[config.mk]
export PLATFORM = sky130hd
export DESIGN_NAME = ray_dispatcher_flat
export DESIGN_NICKNAME = d
export VERILOG_FILES = /design/src/rtl/ray_dispatcher_if.sv /design/src/rtl/ray_dispatcher.sv /design/src/flat_wrapper.sv
export SDC_FILE = /design/constraint.sdc
export NUM_CORES = 1
export LEC_CHECK = 0
export CORE_MARGIN = 2
export CORE_UTILIZATION = 35
export CTS_CLUSTER_DIAMETER = 60
export CTS_CLUSTER_SIZE = 30
export DETAILED_ROUTE_END_ITERATION = 10
export PLACE_DENSITY = 0.73
export SYNTH_ARGS = -nofsm -noshare
export SYNTH_HDL_FRONTEND = slang
export SYNTH_SLANG_ARGS = --single-unit
[constraint.sdc]
create_clock -name clock -period 6.5 [get_ports clock]
set_input_delay 1.3 -clock clock [delete_from_list [all_inputs] [get_ports clock]]
set_output_delay 1.3 -clock clock [all_outputs]
set_load 0.02 [all_outputs]
[src/rtl/ray_dispatcher_if.sv]
// Generator-to-dispatcher ray channel: one buffered ray handshake plus the generator busy flag.
// master = ray generator side, slave = dispatcher side.
interface ray_dispatcher_if #(
    parameter int unsigned POSITION_WIDTH = 16,
    parameter int unsigned ADDRESS_WIDTH  = 32
);
    logic                               genBusy;
    logic                               inStart;
    logic                               inReady;
    logic signed [3*POSITION_WIDTH-1:0] inRayV;
    logic        [ADDRESS_WIDTH-1:0]    inAddress;

    modport master (
        output genBusy,
        output inStart,
        output inRayV,
        output inAddress,
        input  inReady
    );

    modport slave (
        input  genBusy,
        input  inStart,
        input  inRayV,
        input  inAddress,
        output inReady
    );
endinterface

[src/rtl/ray_dispatcher.sv]
// One-entry ray buffer fanning out to UNITS ray units in round-robin order, with frame-done detection.
// Optional RAY_DISPATCH_STATS_EN adds rayCount/stallCount frame statistics outputs.
module ray_dispatcher #(
    parameter int unsigned POSITION_WIDTH = 16,
    parameter int unsigned ADDRESS_WIDTH  = 32,
    parameter int unsigned UNITS          = 4
) (
    input  logic                               clock,
    input  logic                               reset,
    ray_dispatcher_if.slave                    gen,
    output logic        [UNITS-1:0]            unitStart,
    input  logic        [UNITS-1:0]            unitReady,
    input  logic        [UNITS-1:0]            unitBusy,
    output logic signed [3*POSITION_WIDTH-1:0] rayV,
    output logic        [ADDRESS_WIDTH-1:0]    rayAddress,
    output logic                               busy,
    output logic                               done
`ifdef RAY_DISPATCH_STATS_EN
    ,
    output logic        [31:0]                 rayCount,
    output logic        [31:0]                 stallCount
`endif
);
    localparam int unsigned PtrW = (UNITS > 1) ? $clog2(UNITS) : 1;
    localparam int unsigned VecW = 3 * POSITION_WIDTH;

    typedef enum logic {StEmpty, StFull} state_t;

    state_t                     state_q, state_d;
    logic [PtrW-1:0]            ptr_q, ptr_d;
    logic [UNITS-1:0]           start_q, start_d;
    logic signed [VecW-1:0]     rayv_q, rayv_d;
    logic [ADDRESS_WIDTH-1:0]   addr_q, addr_d;
    logic                       busy_q, busy_d;
    logic                       done_q, done_d;

    logic                       found;
    logic [PtrW-1:0]            sel;
    logic [PtrW-1:0]            cand;
    int unsigned                wrap;
    logic                       capture;
    logic                       dispatch;
    logic                       stall;

    // Round-robin search: first ready unit at or after ptr_q, wrapping.
    always_comb begin
        found = 1'b0;
        sel   = '0;
        cand  = '0;
        wrap  = 0;
        for (int unsigned i = 0; i < UNITS; i++) begin
            wrap = int'(ptr_q) + i;
            if (wrap >= UNITS) begin
                wrap = wrap - UNITS;
            end
            cand = PtrW'(wrap);
            if (!found && unitReady[cand]) begin
                found = 1'b1;
                sel   = cand;
            end
        end
    end

    always_comb begin
        state_d  = state_q;
        ptr_d    = ptr_q;
        start_d  = '0;
        rayv_d   = rayv_q;
        addr_d   = addr_q;
        busy_d   = busy_q;
        done_d   = 1'b0;
        capture  = 1'b0;
        dispatch = 1'b0;
        stall    = 1'b0;

        case (state_q)
            StEmpty: begin
                if (gen.inStart) begin
                    capture = 1'b1;
                    state_d = StFull;
                    rayv_d  = gen.inRayV;
                    addr_d  = gen.inAddress;
                    busy_d  = 1'b1;
                end
            end
            StFull: begin
                if (found) begin
                    dispatch     = 1'b1;
                    state_d      = StEmpty;
                    start_d[sel] = 1'b1;
                    if (int'(sel) == int'(UNITS) - 1) begin
                        ptr_d = '0;
                    end else begin
                        ptr_d = sel + 1'b1;
                    end
                end else begin
                    stall = 1'b1;
                end
            end
            default: state_d = StEmpty;
        endcase

        // A capture in the same cycle keeps the frame open, hence the inStart term.
        if (busy_q && !gen.genBusy && (state_q == StEmpty) && !gen.inStart &&
            (start_q == '0) && (unitBusy == '0)) begin
            done_d = 1'b1;
            busy_d = 1'b0;
        end
    end

    always_ff @(posedge clock or posedge reset) begin
        if (reset) begin
            state_q <= StEmpty;
            ptr_q   <= '0;
            start_q <= '0;
            rayv_q  <= '0;
            addr_q  <= '0;
            busy_q  <= 1'b0;
            done_q  <= 1'b0;
        end else begin
            state_q <= state_d;
            ptr_q   <= ptr_d;
            start_q <= start_d;
            rayv_q  <= rayv_d;
            addr_q  <= addr_d;
            busy_q  <= busy_d;
            done_q  <= done_d;
        end
    end

    assign gen.inReady = (state_q == StEmpty);
    assign unitStart   = start_q;
    assign rayV        = rayv_q;
    assign rayAddress  = addr_q;
    assign busy        = busy_q;
    assign done        = done_q;

`ifdef RAY_DISPATCH_STATS_EN
    logic [31:0] ray_cnt_q, ray_cnt_d;
    logic [31:0] stall_cnt_q, stall_cnt_d;

    // Counters restart on the first capture of a new frame and saturate.
    always_comb begin
        ray_cnt_d   = ray_cnt_q;
        stall_cnt_d = stall_cnt_q;
        if (capture && !busy_q) begin
            ray_cnt_d   = '0;
            stall_cnt_d = '0;
        end else begin
            if (dispatch && (ray_cnt_q != '1)) begin
                ray_cnt_d = ray_cnt_q + 32'd1;
            end
            if (stall && (stall_cnt_q != '1)) begin
                stall_cnt_d = stall_cnt_q + 32'd1;
            end
        end
    end

    always_ff @(posedge clock or posedge reset) begin
        if (reset) begin
            ray_cnt_q   <= '0;
            stall_cnt_q <= '0;
        end else begin
            ray_cnt_q   <= ray_cnt_d;
            stall_cnt_q <= stall_cnt_d;
        end
    end

    assign rayCount   = ray_cnt_q;
    assign stallCount = stall_cnt_q;
`endif
endmodule

[src/flat_wrapper.sv]
// flat-port wrapper written by rule: the top's interface ports become plain ports
module ray_dispatcher_flat 
#(
    parameter int unsigned POSITION_WIDTH = 16,
    parameter int unsigned ADDRESS_WIDTH  = 32,
    parameter int unsigned UNITS          = 4
)
  (clock, reset, unitStart, unitReady, unitBusy, rayV, rayAddress, busy, done, gen_genBusy, gen_inStart, gen_inRayV, gen_inAddress, gen_inReady);
  ray_dispatcher_if #(.POSITION_WIDTH(POSITION_WIDTH), .ADDRESS_WIDTH(ADDRESS_WIDTH)) gen_i ();
  input  logic clock;
  input  logic reset;
  output logic        [UNITS-1:0] unitStart;
  input  logic        [UNITS-1:0] unitReady;
  input  logic        [UNITS-1:0] unitBusy;
  output logic signed [3*POSITION_WIDTH-1:0] rayV;
  output logic        [ADDRESS_WIDTH-1:0] rayAddress;
  output logic busy;
  output logic done;
  input wire logic [$bits(gen_i.genBusy)-1:0] gen_genBusy;
  input wire logic [$bits(gen_i.inStart)-1:0] gen_inStart;
  input wire logic [$bits(gen_i.inRayV)-1:0] gen_inRayV;
  input wire logic [$bits(gen_i.inAddress)-1:0] gen_inAddress;
  output wire logic [$bits(gen_i.inReady)-1:0] gen_inReady;
  assign gen_i.genBusy = gen_genBusy;
  assign gen_i.inStart = gen_inStart;
  assign gen_i.inRayV = gen_inRayV;
  assign gen_i.inAddress = gen_inAddress;
  assign gen_inReady = gen_i.inReady;
  ray_dispatcher #(.POSITION_WIDTH(POSITION_WIDTH), .ADDRESS_WIDTH(ADDRESS_WIDTH), .UNITS(UNITS)) u_core (.clock(clock), .reset(reset), .gen(gen_i), .unitStart(unitStart), .unitReady(unitReady), .unitBusy(unitBusy), .rayV(rayV), .rayAddress(rayAddress), .busy(busy), .done(done));
endmodule
# Word level (Yosys, flattened, before mapping)
# Index checks and enable logic that the tools add are counted.
# op_classes
addsub,8
bitwise_logic,1
reduce_logical,20
n_mux,32
magnitude_cmp,10
n_eq_ne,2
# ops
op,count
two-way mux 2 bit,9
< comparator 2 x 3 -> 1 bit (second input constant),5
two-way mux 1 bit,15
>= comparator 3 bit (second input constant),3
logical AND 1 bit,9
binary-select mux 1 bit (select 2 bit),4
logical NOT 4 bit,2
two-way mux 4 bit,2
subtractor 2 x 1 -> 2 bit (second input constant),4
adder 2 x 2 -> 3 bit (second input constant),2
AND reduction 2 bit,3
logical NOT 1 bit,5
adder 2 x 1 -> 3 bit (second input constant),1
>= comparator 2 x 3 -> 1 bit (second input constant),1
adder 2 x 1 -> 2 bit (second input constant),1
demux 1 bit (select 2 bit),1
== test 2 x 1 -> 1 bit (second input constant),1
>= comparator 2 x 1 -> 1 bit (second input constant),1
!= test 2 bit (second input constant),1
one-hot mux 1 bit (2 select lines),1
nonzero test 2 bit,1
inverter 1 bit,1
# totals
word_cells,80
reg_bits,89

# Longest topological paths before layout
# logic_depth
depth_word,20
mapped_depth,5
depth_no_buf,5

# Worst setup path before layout
# OpenSTA, ideal clock, no wires.
# synth_timing
kind,input to register
start,input port unitReady[2]
end,register u_core.ptr_q[1]
n_path_buf,0
path_slack_ns,3.956
arrival_ns,2.418
stages,5
t_required_ns,6.375
setup_ns,0.125
cell_sequence,nor4_1 a21oi_1 and3_1 ha_1 mux2_4
# synth_between
elab_chain_cells,14
# synth_rtl
item,line,source
from (decl),flat_wrapper.sv:13,input logic [UNITS-1:0] unitReady;
binary-select mux 1 bit (select 2 bit),ray_dispatcher.sv:57,if (!found && unitReady[cand]) begin
two-way mux 1 bit (implied by the code),ray_dispatcher.sv:57,
two-way mux 1 bit,ray_dispatcher.sv:57,
logical NOT 1 bit,ray_dispatcher.sv:57,
logical AND 1 bit,ray_dispatcher.sv:57,
two-way mux 1 bit,ray_dispatcher.sv:57,
logical NOT 1 bit,ray_dispatcher.sv:57,
logical AND 1 bit,ray_dispatcher.sv:57,
two-way mux 1 bit,ray_dispatcher.sv:57,
logical NOT 1 bit,ray_dispatcher.sv:57,
logical AND 1 bit,ray_dispatcher.sv:57,
two-way mux 2 bit,ray_dispatcher.sv:57,
adder 2 x 1 -> 2 bit or == test 2 x 1 -> 1 bit (tied branches),"ray_dispatcher.sv:94, ray_dispatcher.sv:91",
two-way mux 2 bit,ray_dispatcher.sv:91,if (int'(sel) == int'(UNITS) - 1) begin
to (signal assigned),ray_dispatcher.sv:122,ptr_q <= ptr_d;
to (decl),ray_dispatcher.sv:30,"logic [PtrW-1:0] ptr_q, ptr_d;"
# Several ways; a longest one is shown, not always the timed one. The select of a mux whose other input is x is not followed.
# A chain may end at the register's enable or synchronous reset.

# Worst setup path after layout
# layout_timing
start,input port gen_inStart
end,register u_core.rayv_q[27] (netlist: u_core.rayV[27])
# layout_between
elab_chain_cells,1
# layout_rtl
item,line,source
from (decl),flat_wrapper.sv:20,input wire logic [$bits(gen_i.inStart)-1:0] gen_inStart;
AND reduction 2 bit (no source line),n/a,
to (signal assigned),ray_dispatcher.sv:124,rayv_q <= rayv_d;
to (decl),ray_dispatcher.sv:32,"logic signed [VecW-1:0] rayv_q, rayv_d;"
# No other way between the ends.

==> flow_summary.json <==
{
  "cts-resized-gates": 0,
  "cap_violations": 0,
  "grt_overflow_total": 0,
  "worst-r2r-cell-count": 3,
  "netlist_top_cells_count": "sky130_fd_sc_hd__dfrtp_1 (89), sky130_fd_sc_hd__mux2_2 (81), sky130_fd_sc_hd__buf_4 (8)",
  "ys_ff_latch": 89,
  "cp_data_arrival_time_ns": 3.71,
  "postSynthCellCount": 217,
  "detailedRoute.firstPassIterationCount": 4,
  "synth.top_cell.area_share_pct": 64.3,
  "post-route-min-period_ns": 3.48,
  "ys_async_sr_fraction_pct": 100,
  "synth_ff_type": "sky130_fd_sc_hd__dfrtp_1",
  "fillerInstances": 815,
  "period_share_pct": 53.5,
  "port-buffer-count": 178,
  "wl_per_cell_um": 15.0,
  "maxClockFrequency_mhz": 288,
  "grt_antenna_before_repair": 0,
  "hpwl_mm": 5.93,
  "global_route_wire_length_before_repair_mm": 12.2,
  "critPathRequiredTime_ns": 6.73,
  "clkSlewWorstSetupHoldPaths_ns": 0.08,
  "timing_worst_slew_pin_value_ns": 1.10,
  "clkLatencyLatePin_ns": 0.34,
  "power.sequential.fraction_pct": 44.3,
  "num_io_pins": 179,
  "cell_internal_pwr_mw": 1.11,
  "setup_viol": 0,
  "start_kind": "input port",
  "fin_total_pwr_mw": 1.56,
  "multiInputGateArea_sq_um": 1170,
  "drive_gt1_share_pct": 24.3,
  "die_w_um": 103,
  "share_clk_of_total_power_pct": 23.8,
  "rsz0062_at_grt": "false",
  "netlist_area_sq_um": 3460,
  "height_of_the_die_um": 103,
  "cts_buffer_depth": 2,
  "final.setup.worst_slack_ns": 3.02,
  "p_switching_uw": 452,
  "grt_start_max_net_pins": 90,
  "synthAdderAreaFrac_pct": 1.45,
  "h-tree-depth": 3,
  "clock_sink_count": 89,
  "clock_tree_skew_after_final_layout_ns": 0.00496,
  "routed_wl_mm": 8.05,
  "cts-buffers-inserted": 9,
  "yosysUniqueCellTypes": 23,
  "p_sw_share_pct": 28.9,
  "sequential_cell_area_sq_um": 2230,
  "power.leakage_nw": 2.28,
  "post_synthesis_compound_gate_area_fraction_pct": 2.31,
  "syn2layout_area_growth_pct": 60.5,
  "timing.reg2reg.setup_slack_ns": 4.00,
  "cts_tree": "yes",
  "final_max_slew_viol_count": 0,
  "final-hold-violation-count": 0,
  "setup.worst_path.end": "u_core.rayV[27]",
  "worst_setup_path_category": "input port to register",
  "synth_top_cell_by_area": "sky130_fd_sc_hd__dfrtp_1",
  "largest_family_of_logic_cells_by_synthesized_area": "multiplexers",
  "drtAntennaViolNets": 0,
  "synth.net_count": 313,
  "finalSetupTns_ns": 0,
  "core_ar_sq_um": 9680,
  "timing.critical_path.to_type": "register",
  "whs_ns": 0.500,
  "dieArea_sq_um": 10700,
  "via_count_of_the_first_global_routing_pass": 2482,
  "std_cell_rows": 36,
  "placement.setup.worst_slack_ns": 2.63,
  "cts-hold-fix-buffers": 0,
  "place.gp.congestion": 0.793,
  "postCtsSetupRepairBufs": 0,
  "via_per_inst": 4.60,
  "p_comb_share_pct": 31.9,
  "global_routing_usage_summed_across_all_routing_layers_pct": 15.0,
  "starting_density_pct": 35.8,
  "route.vias.total": 2471,
  "clk_root_buffer_cell": "sky130_fd_sc_hd__clkbuf_8",
  "final_net_count": 495,
  "yosys_warnings": 0,
  "critical_path.reg2reg.endpoint": "u_core.rayV[27]",
  "synth.most_common_cell": "sky130_fd_sc_hd__dfrtp_1",
  "synthSimpleGateAreaFrac_pct": 2.96,
  "hold_path_class": "register to register",
  "syn_area_per_cell_sq_um": 16.0,
  "worst_ir_drop_vdd_mv": 0.141,
  "r2r-start": "u_core.state_q",
  "synthMuxAreaShare_pct": 26.8,
  "power_per_unit_of_standard_cell_area_nw_per_um2": 281,
  "slew_headroom_pct": 26.9,
  "post_synth_xor_area_fraction_pct": 0,
  "iteration_0_drc_markers": 39,
  "status": "finished, final reports clean",
  "worst-path-max-fanout": 46,
  "share_of_the_yosys_chip_area_belonging_to_registers_pct": 64.3,
  "synth_enable_flop_cells": 0,
  "ys_top_cells_by_area": "sky130_fd_sc_hd__dfrtp_1 (64%), sky130_fd_sc_hd__mux2_2 (26%), sky130_fd_sc_hd__buf_4 (1.7%)",
  "critical_path_startpoint": "gen_inStart",
  "postLayoutCoreUtil_pct": 57.4,
  "antenna_cells_inserted": 0,
  "drcViolationCount": 0
}
-- flip-flops by register name, summed over array words and instances (netlist names) --
signal and flops:
u_core.rayV 48, u_core.rayAddress 32, u_core.unitStart 4, u_core.ptr_q 2, u_core.busy 1, u_core.done 1, u_core.state_q 1
-- cells by family after synthesis --
group	count (synthesis)
flops	89
simple gates	19
fa+ha+maj	4
compound gates	11
buf+inv	12
mux	82
-- placed cells by master, fill, tap and decap left out, types with 3 or more instances in the layout --
cell                              synthesis  routed
sky130_fd_sc_hd__mux2_2                  81      81
sky130_fd_sc_hd__a21o_1                   3       3
sky130_fd_sc_hd__clkdlybuf4s50_1          0     178
sky130_fd_sc_hd__clkbuf_8                 0      10
sky130_fd_sc_hd__nor4_1                   3       3
sky130_fd_sc_hd__nor2_1                   3       3
sky130_fd_sc_hd__ha_1                     4       4
sky130_fd_sc_hd__a21oi_1                  3       3
sky130_fd_sc_hd__dfrtp_1                 89      89
sky130_fd_sc_hd__and2_1                   4       4
sky130_fd_sc_hd__clkbuf_1                 0       4
sky130_fd_sc_hd__nand2_1                  3       3
-- power by group through the flow --
stage               Clock [mW]  Sequential, mW  Combinational (mW)
floorplan                    0           0.803               0.145
global route             0.412           0.705               0.532
detailed placement           0           0.704               0.504
global placement             0           0.700               0.497
finish                   0.373           0.692               0.499
CTS                      0.390           0.694               0.506
-- critical path: stages --
cell                              delay, ns
sky130_fd_sc_hd__clkdlybuf4s50_1       0.48
sky130_fd_sc_hd__nor2b_4               0.83
sky130_fd_sc_hd__buf_4                 0.63
sky130_fd_sc_hd__mux2_2                0.40
-- metrics by stage --
stage,area (sq um),std cells
floorplan,3460,217
global placement,5370,521
detailed placement,5370,521
CTS,5560,537
global route,5560,537
finish,5560,537
-- final cells by class --
cell class / instances / share of cell area (%)
Clock inverter: 2 / 0.675
Sequential cell: 89 / 40.1
Inverter: 3 / 0.225
Timing Repair Buffer: 180 / 32.3
Tap cell: 133 / 2.99
Clock buffer: 14 / 2.75
Multi-Input combinational cell: 116 / 21.0
-- worst min path at each step --
stage / start / cells past startpoint / endpoint / slack [ns]
detailed placement: u_core.busy / 1 / u_core.busy / 0.49
finish: u_core.busy / 1 / u_core.busy / 0.50
global route: u_core.rayAddress[7] / 1 / u_core.rayAddress[7] / 0.52
global placement: u_core.busy / 1 / u_core.busy / 0.48
CTS: u_core.busy / 1 / u_core.busy / 0.51
floorplan: u_core.state_q / 1 / u_core.state_q / 0.52
-- per-layer routing --
| layer | vias up | GRT usage [%] | share of wire, % |
|---|---|---|---|
| li1 | 1130 | - | - |
| met1 | 1223 | 18.1 | 40 |
| met2 | 106 | 24.3 | 49 |
| met3 | 12 | 4.70 | 9.5 |
| met4 | 0 | 7.59 | 1.9 |
| met5 | - | 0 | 0 |
No activity file was read; power rests on OpenSTA's default activity.
